File: src/rtl/bp_be_scoreboard_counted.sv
`default_nettype none
// ============================================================================
// Module : bp_be_scoreboard_counted
// Brief  : Per-register counted late-writeback scoreboard with killable scores.
// Rev    : 1.0  initial release
// ============================================================================
module bp_be_scoreboard_counted #(
  parameter int num_regs_p       = 32,
  parameter int reg_addr_width_p = 5,
  parameter int num_rs_p         = 3,
  parameter int num_score_p      = 2,
  parameter int num_clear_p      = 2,
  parameter int cnt_width_p      = 2,
  parameter int spec_stages_p    = 2,
  parameter bit zero_reg_p       = 1'b1,
  parameter bit clear_bypass_p   = 1'b1
) (
  input  logic                                    clk_i,
  input  logic                                    reset_n_i,
  input  logic [num_score_p-1:0]                  score_v_i,
  input  logic [num_score_p*reg_addr_width_p-1:0] score_rd_i,
  output logic                                    score_ready_o,
  input  logic [num_clear_p-1:0]                  clear_v_i,
  input  logic [num_clear_p*reg_addr_width_p-1:0] clear_rd_i,
  input  logic                                    kill_i,
  input  logic [num_rs_p*reg_addr_width_p-1:0]    rs_i,
  input  logic [reg_addr_width_p-1:0]             rd_i,
  output logic [num_rs_p-1:0]                     rs_match_o,
  output logic                                    rd_match_o,
  output logic                                    busy_o,
  output logic                                    error_o
);

  localparam int c_net_w = cnt_width_p + 2;
  // Stage 0 of the speculative window is the acceptance cycle itself, which kill
  // covers by refusing the score, so only the later stages need storage.
  localparam int c_depth    = (spec_stages_p > 1) ? spec_stages_p - 1 : 1;
  localparam bit c_has_pipe = (spec_stages_p > 1);
  localparam logic signed [c_net_w-1:0] c_cnt_max = c_net_w'((1 << cnt_width_p) - 1);
  localparam logic [c_net_w-1:0]        c_one     = c_net_w'(1);

  logic [cnt_width_p-1:0]      r_cnt     [num_regs_p];
  logic [num_score_p-1:0]      r_spec_v  [c_depth];
  logic [reg_addr_width_p-1:0] r_spec_rd [c_depth][num_score_p];
  logic                        r_error;

  logic [reg_addr_width_p-1:0] w_score_rd [num_score_p];
  logic [reg_addr_width_p-1:0] w_clear_rd [num_clear_p];
  logic [reg_addr_width_p-1:0] w_rs       [num_rs_p];
  logic [c_net_w-1:0]          w_nclr     [num_regs_p];
  logic [c_net_w-1:0]          w_nreq     [num_regs_p];
  logic [c_net_w-1:0]          w_nacc     [num_regs_p];
  logic [c_net_w-1:0]          w_nkill    [num_regs_p];
  logic signed [c_net_w-1:0]   w_req      [num_regs_p];
  logic signed [c_net_w-1:0]   w_net      [num_regs_p];
  logic [cnt_width_p-1:0]      w_cnt_nxt  [num_regs_p];
  logic [num_score_p-1:0]      w_score_acc;
  logic                        w_ready;
  logic                        w_clr_zero;
  logic                        w_underflow;
  logic                        w_busy;

  genvar g;
  generate
    for (g = 0; g < num_score_p; g++) begin : g_score_rd
      assign w_score_rd[g]  = score_rd_i[g*reg_addr_width_p +: reg_addr_width_p];
      assign w_score_acc[g] = score_v_i[g] & w_ready & ~kill_i
                              & ~(zero_reg_p && (w_score_rd[g] == '0));
    end
    for (g = 0; g < num_clear_p; g++) begin : g_clear_rd
      assign w_clear_rd[g] = clear_rd_i[g*reg_addr_width_p +: reg_addr_width_p];
    end
    for (g = 0; g < num_rs_p; g++) begin : g_rs_match
      assign w_rs[g] = rs_i[g*reg_addr_width_p +: reg_addr_width_p];
      assign rs_match_o[g] = (r_cnt[w_rs[g]] != '0)
                             && !(zero_reg_p && (w_rs[g] == '0))
                             && !(clear_bypass_p && ({2'b00, r_cnt[w_rs[g]]} == w_nclr[w_rs[g]]));
    end
  endgenerate

  assign rd_match_o = (r_cnt[rd_i] != '0)
                      && !(zero_reg_p && (rd_i == '0))
                      && !(clear_bypass_p && ({2'b00, r_cnt[rd_i]} == w_nclr[rd_i]));

  // Ready is all-or-none: any register that would overflow blocks every port.
  always_comb begin
    w_ready    = 1'b1;
    w_clr_zero = 1'b0;
    for (int c = 0; c < num_clear_p; c++) begin
      if (zero_reg_p && clear_v_i[c] && (w_clear_rd[c] == '0)) w_clr_zero = 1'b1;
    end
    for (int r = 0; r < num_regs_p; r++) begin
      w_nclr[r] = '0;
      w_nreq[r] = '0;
      for (int c = 0; c < num_clear_p; c++) begin
        if (clear_v_i[c] && (w_clear_rd[c] == reg_addr_width_p'(r))) w_nclr[r] = w_nclr[r] + c_one;
      end
      for (int p = 0; p < num_score_p; p++) begin
        if (score_v_i[p] && (w_score_rd[p] == reg_addr_width_p'(r))
            && !(zero_reg_p && (r == 0))) w_nreq[r] = w_nreq[r] + c_one;
      end
      w_req[r] = $signed({2'b00, r_cnt[r]}) + $signed(w_nreq[r]) - $signed(w_nclr[r]);
      if (w_req[r] > c_cnt_max) w_ready = 1'b0;
    end
  end

  always_comb begin
    w_underflow = 1'b0;
    w_busy      = 1'b0;
    for (int r = 0; r < num_regs_p; r++) begin
      w_nacc[r]  = '0;
      w_nkill[r] = '0;
      for (int p = 0; p < num_score_p; p++) begin
        if (w_score_acc[p] && (w_score_rd[p] == reg_addr_width_p'(r))) w_nacc[r] = w_nacc[r] + c_one;
        for (int s = 0; s < c_depth; s++) begin
          if (kill_i && r_spec_v[s][p] && (r_spec_rd[s][p] == reg_addr_width_p'(r)))
            w_nkill[r] = w_nkill[r] + c_one;
        end
      end
      w_net[r] = $signed({2'b00, r_cnt[r]}) + $signed(w_nacc[r])
                 - $signed(w_nclr[r]) - $signed(w_nkill[r]);
      if (w_net[r] < 0) begin
        w_underflow  = 1'b1;
        w_cnt_nxt[r] = '0;
      end else begin
        w_cnt_nxt[r] = w_net[r][cnt_width_p-1:0];
      end
      if (r_cnt[r] != '0) w_busy = 1'b1;
    end
    for (int s = 0; s < c_depth; s++) begin
      if (r_spec_v[s] != '0) w_busy = 1'b1;
    end
  end

  always_ff @(posedge clk_i or negedge reset_n_i) begin
    if (!reset_n_i) begin
      for (int r = 0; r < num_regs_p; r++) r_cnt[r] <= '0;
      for (int s = 0; s < c_depth; s++) begin
        r_spec_v[s] <= '0;
        for (int p = 0; p < num_score_p; p++) r_spec_rd[s][p] <= '0;
      end
      r_error <= 1'b0;
    end else begin
      for (int r = 0; r < num_regs_p; r++) r_cnt[r] <= w_cnt_nxt[r];
      r_spec_v[0] <= c_has_pipe ? w_score_acc : '0;
      for (int p = 0; p < num_score_p; p++) r_spec_rd[0][p] <= w_score_rd[p];
      for (int s = 1; s < c_depth; s++) begin
        r_spec_v[s] <= kill_i ? '0 : r_spec_v[s-1];
        for (int p = 0; p < num_score_p; p++) r_spec_rd[s][p] <= r_spec_rd[s-1][p];
      end
      r_error <= r_error | w_underflow | w_clr_zero | ((|score_v_i) & ~w_ready);
    end
  end

  assign score_ready_o = w_ready;
  assign busy_o        = w_busy;
  assign error_o       = r_error;

endmodule
`default_nettype wire

File: config.mk
export PLATFORM = sky130hd
export DESIGN_NAME = bp_be_scoreboard_counted
export DESIGN_NICKNAME = d
export VERILOG_FILES = /design/src/rtl/bp_be_scoreboard_counted.sv
export SDC_FILE = /design/constraint.sdc
export NUM_CORES = 1
export LEC_CHECK = 0
export CORE_MARGIN = 1.5
export CORE_UTILIZATION = 44
export CTS_CLUSTER_SIZE = 40
export DETAILED_ROUTE_END_ITERATION = 8
export HOLD_SLACK_MARGIN = 0.05
export PLACE_DENSITY = 0.74
export SYNTH_ARGS = -nofsm -noshare
export SYNTH_HDL_FRONTEND = slang
export SYNTH_SLANG_ARGS = --single-unit
export TNS_END_PERCENT = 100
File: constraint.sdc
create_clock -name clk_i -period 4.8 [get_ports clk_i]
set_clock_uncertainty 0.05 [all_clocks]
set_input_delay 0.96 -clock clk_i [delete_from_list [all_inputs] [get_ports clk_i]]
set_output_delay 0.96 -clock clk_i [all_outputs]
set_load 0.02 [all_outputs]
==> results of run 1 <==
==> Yosys cell counts (all sizes together) (17+ instances only) <==
master	instances	area [sq um]
ha	317	3970
nor2	295	1110
mux2	24	270
mux4	112	2570
inv	326	1220
nand3b	17	128
nand3	31	155
nor3	17	85.1
nor2b	52	325
buf	36	310
nand2	73	274
fa	127	2540
nand2b	28	175
a21o	32	240
a21oi	55	275
nor4	33	213
mux2i	56	561
clkbuf	27	101
dfrtp	77	1930
xnor2	32	280
==> worst max-delay path: cells and delay by family <==
family / cells / cell delay [ns]
AOI/OAI and AO/OA: 5 / 0.65
adders and majority gates: 6 / 1.74
buffers and inverters: 6 / 0.96
and+or+nand+nor: 9 / 2.04
==> cells by family after synthesis <==
kind of cell	share of synthesized area, %
simple gates	15.7
flops	10.8
other cells	0.0420
fa+ha+maj	36.4
buf+inv	9.15
xor+xnor	1.57
compound gates	7.32
mux	19.0
==> layout make-up <==
class | count | area [sq um] | share of cell area (%)
multi-input cells | 1438 | 16500 | 65.0
inverters | 326 | 1220 | 4.82
repair buffers | 549 | 4770 | 18.8
diodes | 1 | 2.50 | 0.00986
flip-flops and latches | 77 | 1930 | 7.59
well taps | 525 | 657 | 2.59
clock buffers | 10 | 229 | 0.902
clock inverters | 6 | 87.6 | 0.345
==> flip-flops by register name, indices dropped and copies added, names as in the netlist <==
name / cells
r_spec_rd: 10
r_cnt: 64
r_spec_v: 2
error_o: 1
==> worst max-delay path by stage <==
stage          endpoint  slack, ns
2_1_floorplan   error_o      -0.86
3_3_place_gp    error_o      -2.58
3_5_place_dp    error_o      -2.62
4_1_cts         error_o      -1.17
5_1_grt         error_o      -1.45
6_report        error_o      -1.36
==> cell usage in the layout, fill, tap and decap left out, types with 9 or more instances in the layout <==
master | Yosys | layout
dfrtp_1 | 77 | 77
buf_4 | 8 | 390
a21oi_2 | 0 | 14
nand2_1 | 73 | 55
fa_1 | 127 | 112
buf_12 | 4 | 20
and3b_1 | 14 | 14
nor2_1 | 295 | 199
inv_1 | 326 | 310
buf_6 | 8 | 94
nand3_1 | 31 | 18
a21oi_4 | 0 | 24
ha_4 | 0 | 45
nor2b_1 | 52 | 41
nor2_4 | 0 | 45
mux4_2 | 99 | 100
ha_1 | 317 | 244
nor4_1 | 32 | 25
mux2i_1 | 56 | 53
nand3b_1 | 17 | 17
clkbuf_16 | 0 | 9
buf_2 | 16 | 21
a21boi_0 | 16 | 9
nand2b_4 | 0 | 10
a21o_1 | 32 | 32
nand4_1 | 14 | 14
fa_2 | 0 | 15
nor2_2 | 0 | 51
xnor2_1 | 32 | 32
a21oi_1 | 55 | 17
mux2_2 | 24 | 18
clkdlybuf4s50_1 | 0 | 15
nor2b_4 | 0 | 9
ha_2 | 0 | 28
mux4_1 | 13 | 12
nand2b_1 | 28 | 18
inv_2 | 0 | 16
==> power by group <==
| group | internal [W] | total [W] | switching, W | leakage [nW] |
|---|---|---|---|---|
| registers | 0.000909 | 0.00140 | 0.000494 | 0.960 |
| logic | 0.00236 | 0.00482 | 0.00246 | 10.5 |
| clock network | 0.000456 | 0.000838 | 0.000382 | 0.145 |
==> per-stage QoR <==
stage	instance area (sq um)	total power, W
2_1_floorplan	18200	0.00369
3_3_place_gp	22200	0.00547
3_5_place_dp	22200	0.00564
4_1_cts	24400	0.00672
5_1_grt	25400	0.00744
6_report	25400	0.00706
==> per-layer routing <==
metal  routed length (um)  vias to the layer above  GRT usage, %
li1                     -                     7544             -
met2                34900                     1232          58.6
met5                    0                        -             0
met1                30000                     8809          49.5
met4                 5260                        0          23.1
met3                10400                      304          11.3
==> repair_timing <==
item / in CTS / in global routing
buffers inserted: 52 / 32
cloned: 2 / 0
gates resized for setup: 502 / 184
setup endpoints to repair: 68 / 68
pin swaps: 122 / 117
==> run_results.csv, run 1 <==
group,metric,value,unit
outcome,status,"finished, violations left",
outcome,violations,"setup timing",
power,power_density,278,nW/um^2
floorplanning,io-pin-count,54,
logic_synthesis,synth_edf_count,0,
placed_design,place.gp.congestion,1.13,
grt,grt_max_degree,57,
setup_path,worst_ep_required_time,5.03,ns
logic_synthesis,ys_types,49,
final_layout,final_util,63.6,%
clocking,clkTransAtPathRegs,0.07,ns
final_layout,nFillCells,3157,
power,p_leak,11.6,nW
setup_path,crit_path_max_fanout,7,
floorplanning,coreArea,39900,sq um
clocking,cts-root-buf,"clkbuf_16",
setup_path,startpoint,"clear_rd_i[0]",
placed_design,post-place-ws,-2.62,ns
sta,slew_violations,0,
setup_path,endpoint_kind,"flip-flop",
setup_path,r2r_end,"error_o",
logic_synthesis,ys.flop_type,"dfrtp_1",
logic_synthesis,synth_nets,2395,
placed_design,port_buffers,53,
sta,tightest_slew,1.12,ns
placed_design,dp_hpwl,64500,um
routing,post_drt_wl_per_cell,27.5,um
routing,drt-initial-drc-count,2101,
setup_path,crit_slowest_cell,"fa_2",
sta,rsz0062_at_grt,"yes",
routing,ant_nets,0,
grt,grt_pass1_vias,18200,
logic_synthesis,synth-seq-cells,77,
sta,finalHoldViolCount,0,
clocking,cts_buffer_depth,2,
clocking,cts_tree,"done",
routing,vias,17900,
final_layout,instances_no_fill,2932,
final_layout,area_delta_synth_final,42.1,%
routing,wl,80600,um
routing,drc_errors,0,
routing,firstDrtPassIters,6,
power,ir_worst_vdd,0.000233,V
grt,antenna_found_initial,2,
setup_path,timing.rr.start,"r_cnt[27]",
setup_path,r2r_slack,-0.44,ns
min_path,worstHoldPathType,"input port to async pin",
floorplanning,die_y,205,um
floorplanning,die_area,41800,sq um
clocking,cts_made_buffers,9,
sta,timing.final.crit_share,128,%
final_layout,layout-drive-gt1-share,42.7,%
grt,grt_first_pass_wirelength,116000,um
setup_path,cp.arrival,6.39,ns
clocking,cts_max_level,3,
sta,setup_tns,-50.52,ns
logic_synthesis,syn_avg_cell_area,9.39,sq um
sta,holdWs,0.620,ns
placed_design,dp.cells,2842,
final_layout,nets,2892,
floorplanning,core.rowCount,73,
sta,finalWorstSetupSlack,-1.36,ns
logic_synthesis,synth_area,17900,sq um
routing,vias_per_cell,6.10,
logic_synthesis,synthArstFlopShare,100,%
run,drv_cap,0,
floorplanning,die_w,205,um
logic_synthesis,ys.warnings.count,0,
floorplanning,initial_core_util,44.8,%
logic_synthesis,synthCells,1904,
sta,slew_headroom,24.4,%
clocking,clkSinkCount,77,
sta,fmax,162,MHz
grt,gr-total-overflow,0,
clocking,cts_hold_buf,0,
setup_path,crit_path_max_incr_delay,0.57,ns
setup_path,cp-start-kind,"input port",
sta,finalSetupViolations,68,
sta,min_period,6.16,ns
logic_synthesis,ys_seq_area_share,10.8,%
setup_path,crit_type,"input port to flip-flop",
grt,grt_usage,38.9,%
setup_path,r2r_cells,22,
clocking,clk_latency,0.41,ns
(Power assumes the default switching activity.)
==> run 2: changes to the inputs <==
--- a/config.mk
+++ b/config.mk
@@ -5,13 +5,15 @@
 export SDC_FILE = /design/constraint.sdc
 export NUM_CORES = 1
 export LEC_CHECK = 0
+export CELL_PAD_IN_SITES_DETAIL_PLACEMENT = 0
+export CELL_PAD_IN_SITES_GLOBAL_PLACEMENT = 1
 export CORE_MARGIN = 1.5
 export CORE_UTILIZATION = 44
 export CTS_CLUSTER_SIZE = 40
 export DETAILED_ROUTE_END_ITERATION = 8
 export HOLD_SLACK_MARGIN = 0.05
-export PLACE_DENSITY = 0.74
+export PLACE_DENSITY = 0.88
 export SYNTH_ARGS = -nofsm -noshare
 export SYNTH_HDL_FRONTEND = slang
 export SYNTH_SLANG_ARGS = --single-unit
-export TNS_END_PERCENT = 100
+export TNS_END_PERCENT = 50
==> run 2 against run 1 <==
  * The run still ends with setup timing left
  * Register-to-register slack better by 0.15 ns
  * Sequential power decreased by 5%
  * Combinational power rose by 6.8%
  * Maximum frequency rose by 3.3%
  * Wire length about the same
  * Cell area up 0.51%
  * Non-clock buffer count is 4 higher
  * Setup slack improved by 0.20 ns
  * First-iteration DRC count is 6.6% lower
  * Largest cell class unchanged
  * Highest routed layer is now met5
==> run_results.csv, run 2 (synthesized netlist as in run 1, its figures left out) <==
group,metric,value,unit
sta,finalHoldViolCount,0,
final_layout,area_delta_synth_final,42.8,%
setup_path,crit_type,"input port to flip-flop",
setup_path,timing.rr.start,"r_cnt[25]",
final_layout,multi_input_area,16600,sq um
setup_path,critical_path_buf_inv_count,9,
setup_path,cp-start-kind,"input port",
clocking,clk_latency,0.39,ns
sta,rsz0062_at_grt,"yes",
clocking,clkTransAtPathRegs,0.07,ns
floorplanning,initial_core_util,44.8,%
routing,drc_errors,0,
floorplanning,die_y,205,um
floorplanning,core.rowCount,73,
power,p_leak,11.5,nW
floorplanning,io-pin-count,54,
sta,fmax,168,MHz
placed_design,place.gp.congestion,1.09,
routing,firstDrtPassIters,5,
grt,grt_first_pass_wirelength,118000,um
grt,grt_usage,39.5,%
grt,grt_max_degree,59,
sta,timing.final.crit_share,124,%
final_layout,top_regs,"r_cnt x64, r_spec_rd x10, r_spec_v x2",
placed_design,dpl_cell_area,22100,sq um
routing,met2RoutedLength,34500,um
routing,post_drt_wl_per_cell,27.4,um
sta,slew_headroom,37.5,%
clocking,cts_made_buffers,9,
clocking,clkSinkCount,77,
run,drv_cap,0,
final_layout,nFillCells,3080,
routing,vias,17700,
setup_path,critical_path_depth,30,
power,combPwrFrac,70.9,%
final_layout,largest-register,"r_cnt",
setup_path,crit_path_max_fanout,6,
final_layout,largest_register_ffs,64,
sta,finalWorstSetupSlack,-1.16,ns
final_layout,layout-drive-gt1-share,44.0,%
setup_path,cp.arrival,6.18,ns
sta,slew_violations,0,
setup_path,crit_slowest_cell,"fa_1",
final_layout,layout_common_cells,"buf_4, inv_1, ha_1, nor2_1, fa_1",
routing,ant_nets,0,
power,power_density,285,nW/um^2
setup_path,endpoint_kind,"flip-flop",
power,p_switching,0.00345,W
floorplanning,coreArea,39900,sq um
power,finalPower,0.00726,W
min_path,hold_start,"score_rd_i[7]",
floorplanning,die_w,205,um
routing,routed-wl-met3,10100,um
sta,tightest_slew,0.938,ns
final_layout,final_area,25500,sq um
min_path,hold_depth,1,
final_layout,instances_no_fill,2938,
routing,maxUsedRoutingLayer,"met5",
setup_path,worst_ep_required_time,5.02,ns
clocking,cts-root-buf,"clkbuf_16",
routing,vias_per_cell,6.04,
placed_design,port_buffers,53,
final_layout,nets,2896,
setup_path,crit_path_max_incr_delay,0.50,ns
grt,gr-total-overflow,0,
power,clkPwrFrac,10.9,%
clocking,cts_max_level,3,
min_path,worstHoldPathType,"input port to flip-flop",
power,ir_worst_vdd,0.000239,V
routing,routedLengthMet1,30400,um
power,p_seq_share,18.3,%
routing,drt-initial-drc-count,1962,
routing,wl,80600,um
final_layout,final-seq-area,1930,sq um
sta,min_period,5.96,ns
sta,finalSetupViolations,68,
floorplanning,die_area,41800,sq um
clocking,cts_buffer_depth,2,
final_layout,final_common_cell,"buf_4",
setup_path,startpoint,"score_rd_i[7]",
power,p_sw_share,47.5,%
setup_path,r2r_cells,25,
clocking,cts_tree,"done",
final_layout,final_util,63.9,%
placed_design,dp.cells,2836,
grt,antenna_found_initial,3,
placed_design,dp_hpwl,64900,um
power,intPower,0.00382,W
grt,grt_pass1_vias,18300,
outcome,violations,"setup timing",
setup_path,critical_path.top_delay_family,"simple AND/OR/NAND/NOR gates",
outcome,status,"finished, violations left",
[run 2: final timing paths]
check	end	slack (ns)
worst max-delay path	error_o	-1.16
worst min-delay path	r_spec_rd[2]	0.65
worst max register to register	error_o	-0.29
worst min register to register	r_cnt[40]	0.76
max in group asynchronous	r_cnt[52]	3.14
min in group asynchronous	r_cnt[57]	0.66
[run 2: power groups by stage]
stage	Clock (W)	Combinational (W)	Sequential [W]
2_1_floorplan	0	0.00239	0.00128
3_3_place_gp	0	0.00423	0.00130
3_5_place_dp	0	0.00439	0.00130
4_1_cts	0.000795	0.00480	0.00129
5_1_grt	0.000817	0.00554	0.00132
6_report	0.000789	0.00515	0.00133
[run 2: cell type report]
cell class | count | area share (%)
multi-input combinational | 1438 | 65.2
sequential | 77 | 7.55
clock inverter | 7 | 0.319
inverter | 326 | 4.80
antenna | 3 | 0.0294
timing repair buffer | 553 | 18.7
tap | 525 | 2.57
clock buffer | 9 | 0.883
[run 2: through the flow]
stage | setup TNS, ns | hold WS [ns] | worst slack [ns]
5_1_grt | -54.62 | 0.638 | -1.35
3_3_place_gp | -112.92 | 0.718 | -2.56
2_1_floorplan | -25.50 | 0.614 | -0.866
4_1_cts | -38.32 | 0.627 | -1.05
6_report | -44.07 | 0.646 | -1.16
3_5_place_dp | -117.16 | 0.727 | -2.53
[run 2: worst register-to-register path, stage by stage, from the launching register on]
cell       delay [ns]
dfrtp_1          0.36
inv_1            0.10
fa_1             0.54
inv_1            0.04
ha_1             0.27
and3b_1          0.17
o21bai_1         0.18
buf_4            0.17
o2111ai_2        0.12
nor4_2           0.29
buf_4            0.16
nand4_1          0.13
buf_6            0.19
buf_4            0.15
nor2_2           0.09
ha_2             0.16
inv_1            0.04
fa_1             0.50
inv_2            0.06
ha_4             0.27
a21o_1           0.16
a21oi_4          0.11
nor4_4           0.28
nand4_1          0.11
nor3_1           0.18
o21ai_1          0.09
[run 2: timing repair]
item	in CTS	in global routing
hold buffers	0	0
pin swaps	145	96
buffers inserted	63	27
gates resized for setup	543	180
gates cloned	4	0
setup endpoints to repair	68	68
[run 2: layer usage]
| metal | global-route usage (%) | vias up |
|---|---|---|
| li1 | - | 7564 |
| met2 | 59.1 | 1123 |
| met5 | 0 | - |
| met1 | 50.1 | 8727 |
| met3 | 12.1 | 322 |
| met4 | 23.9 | 4 |
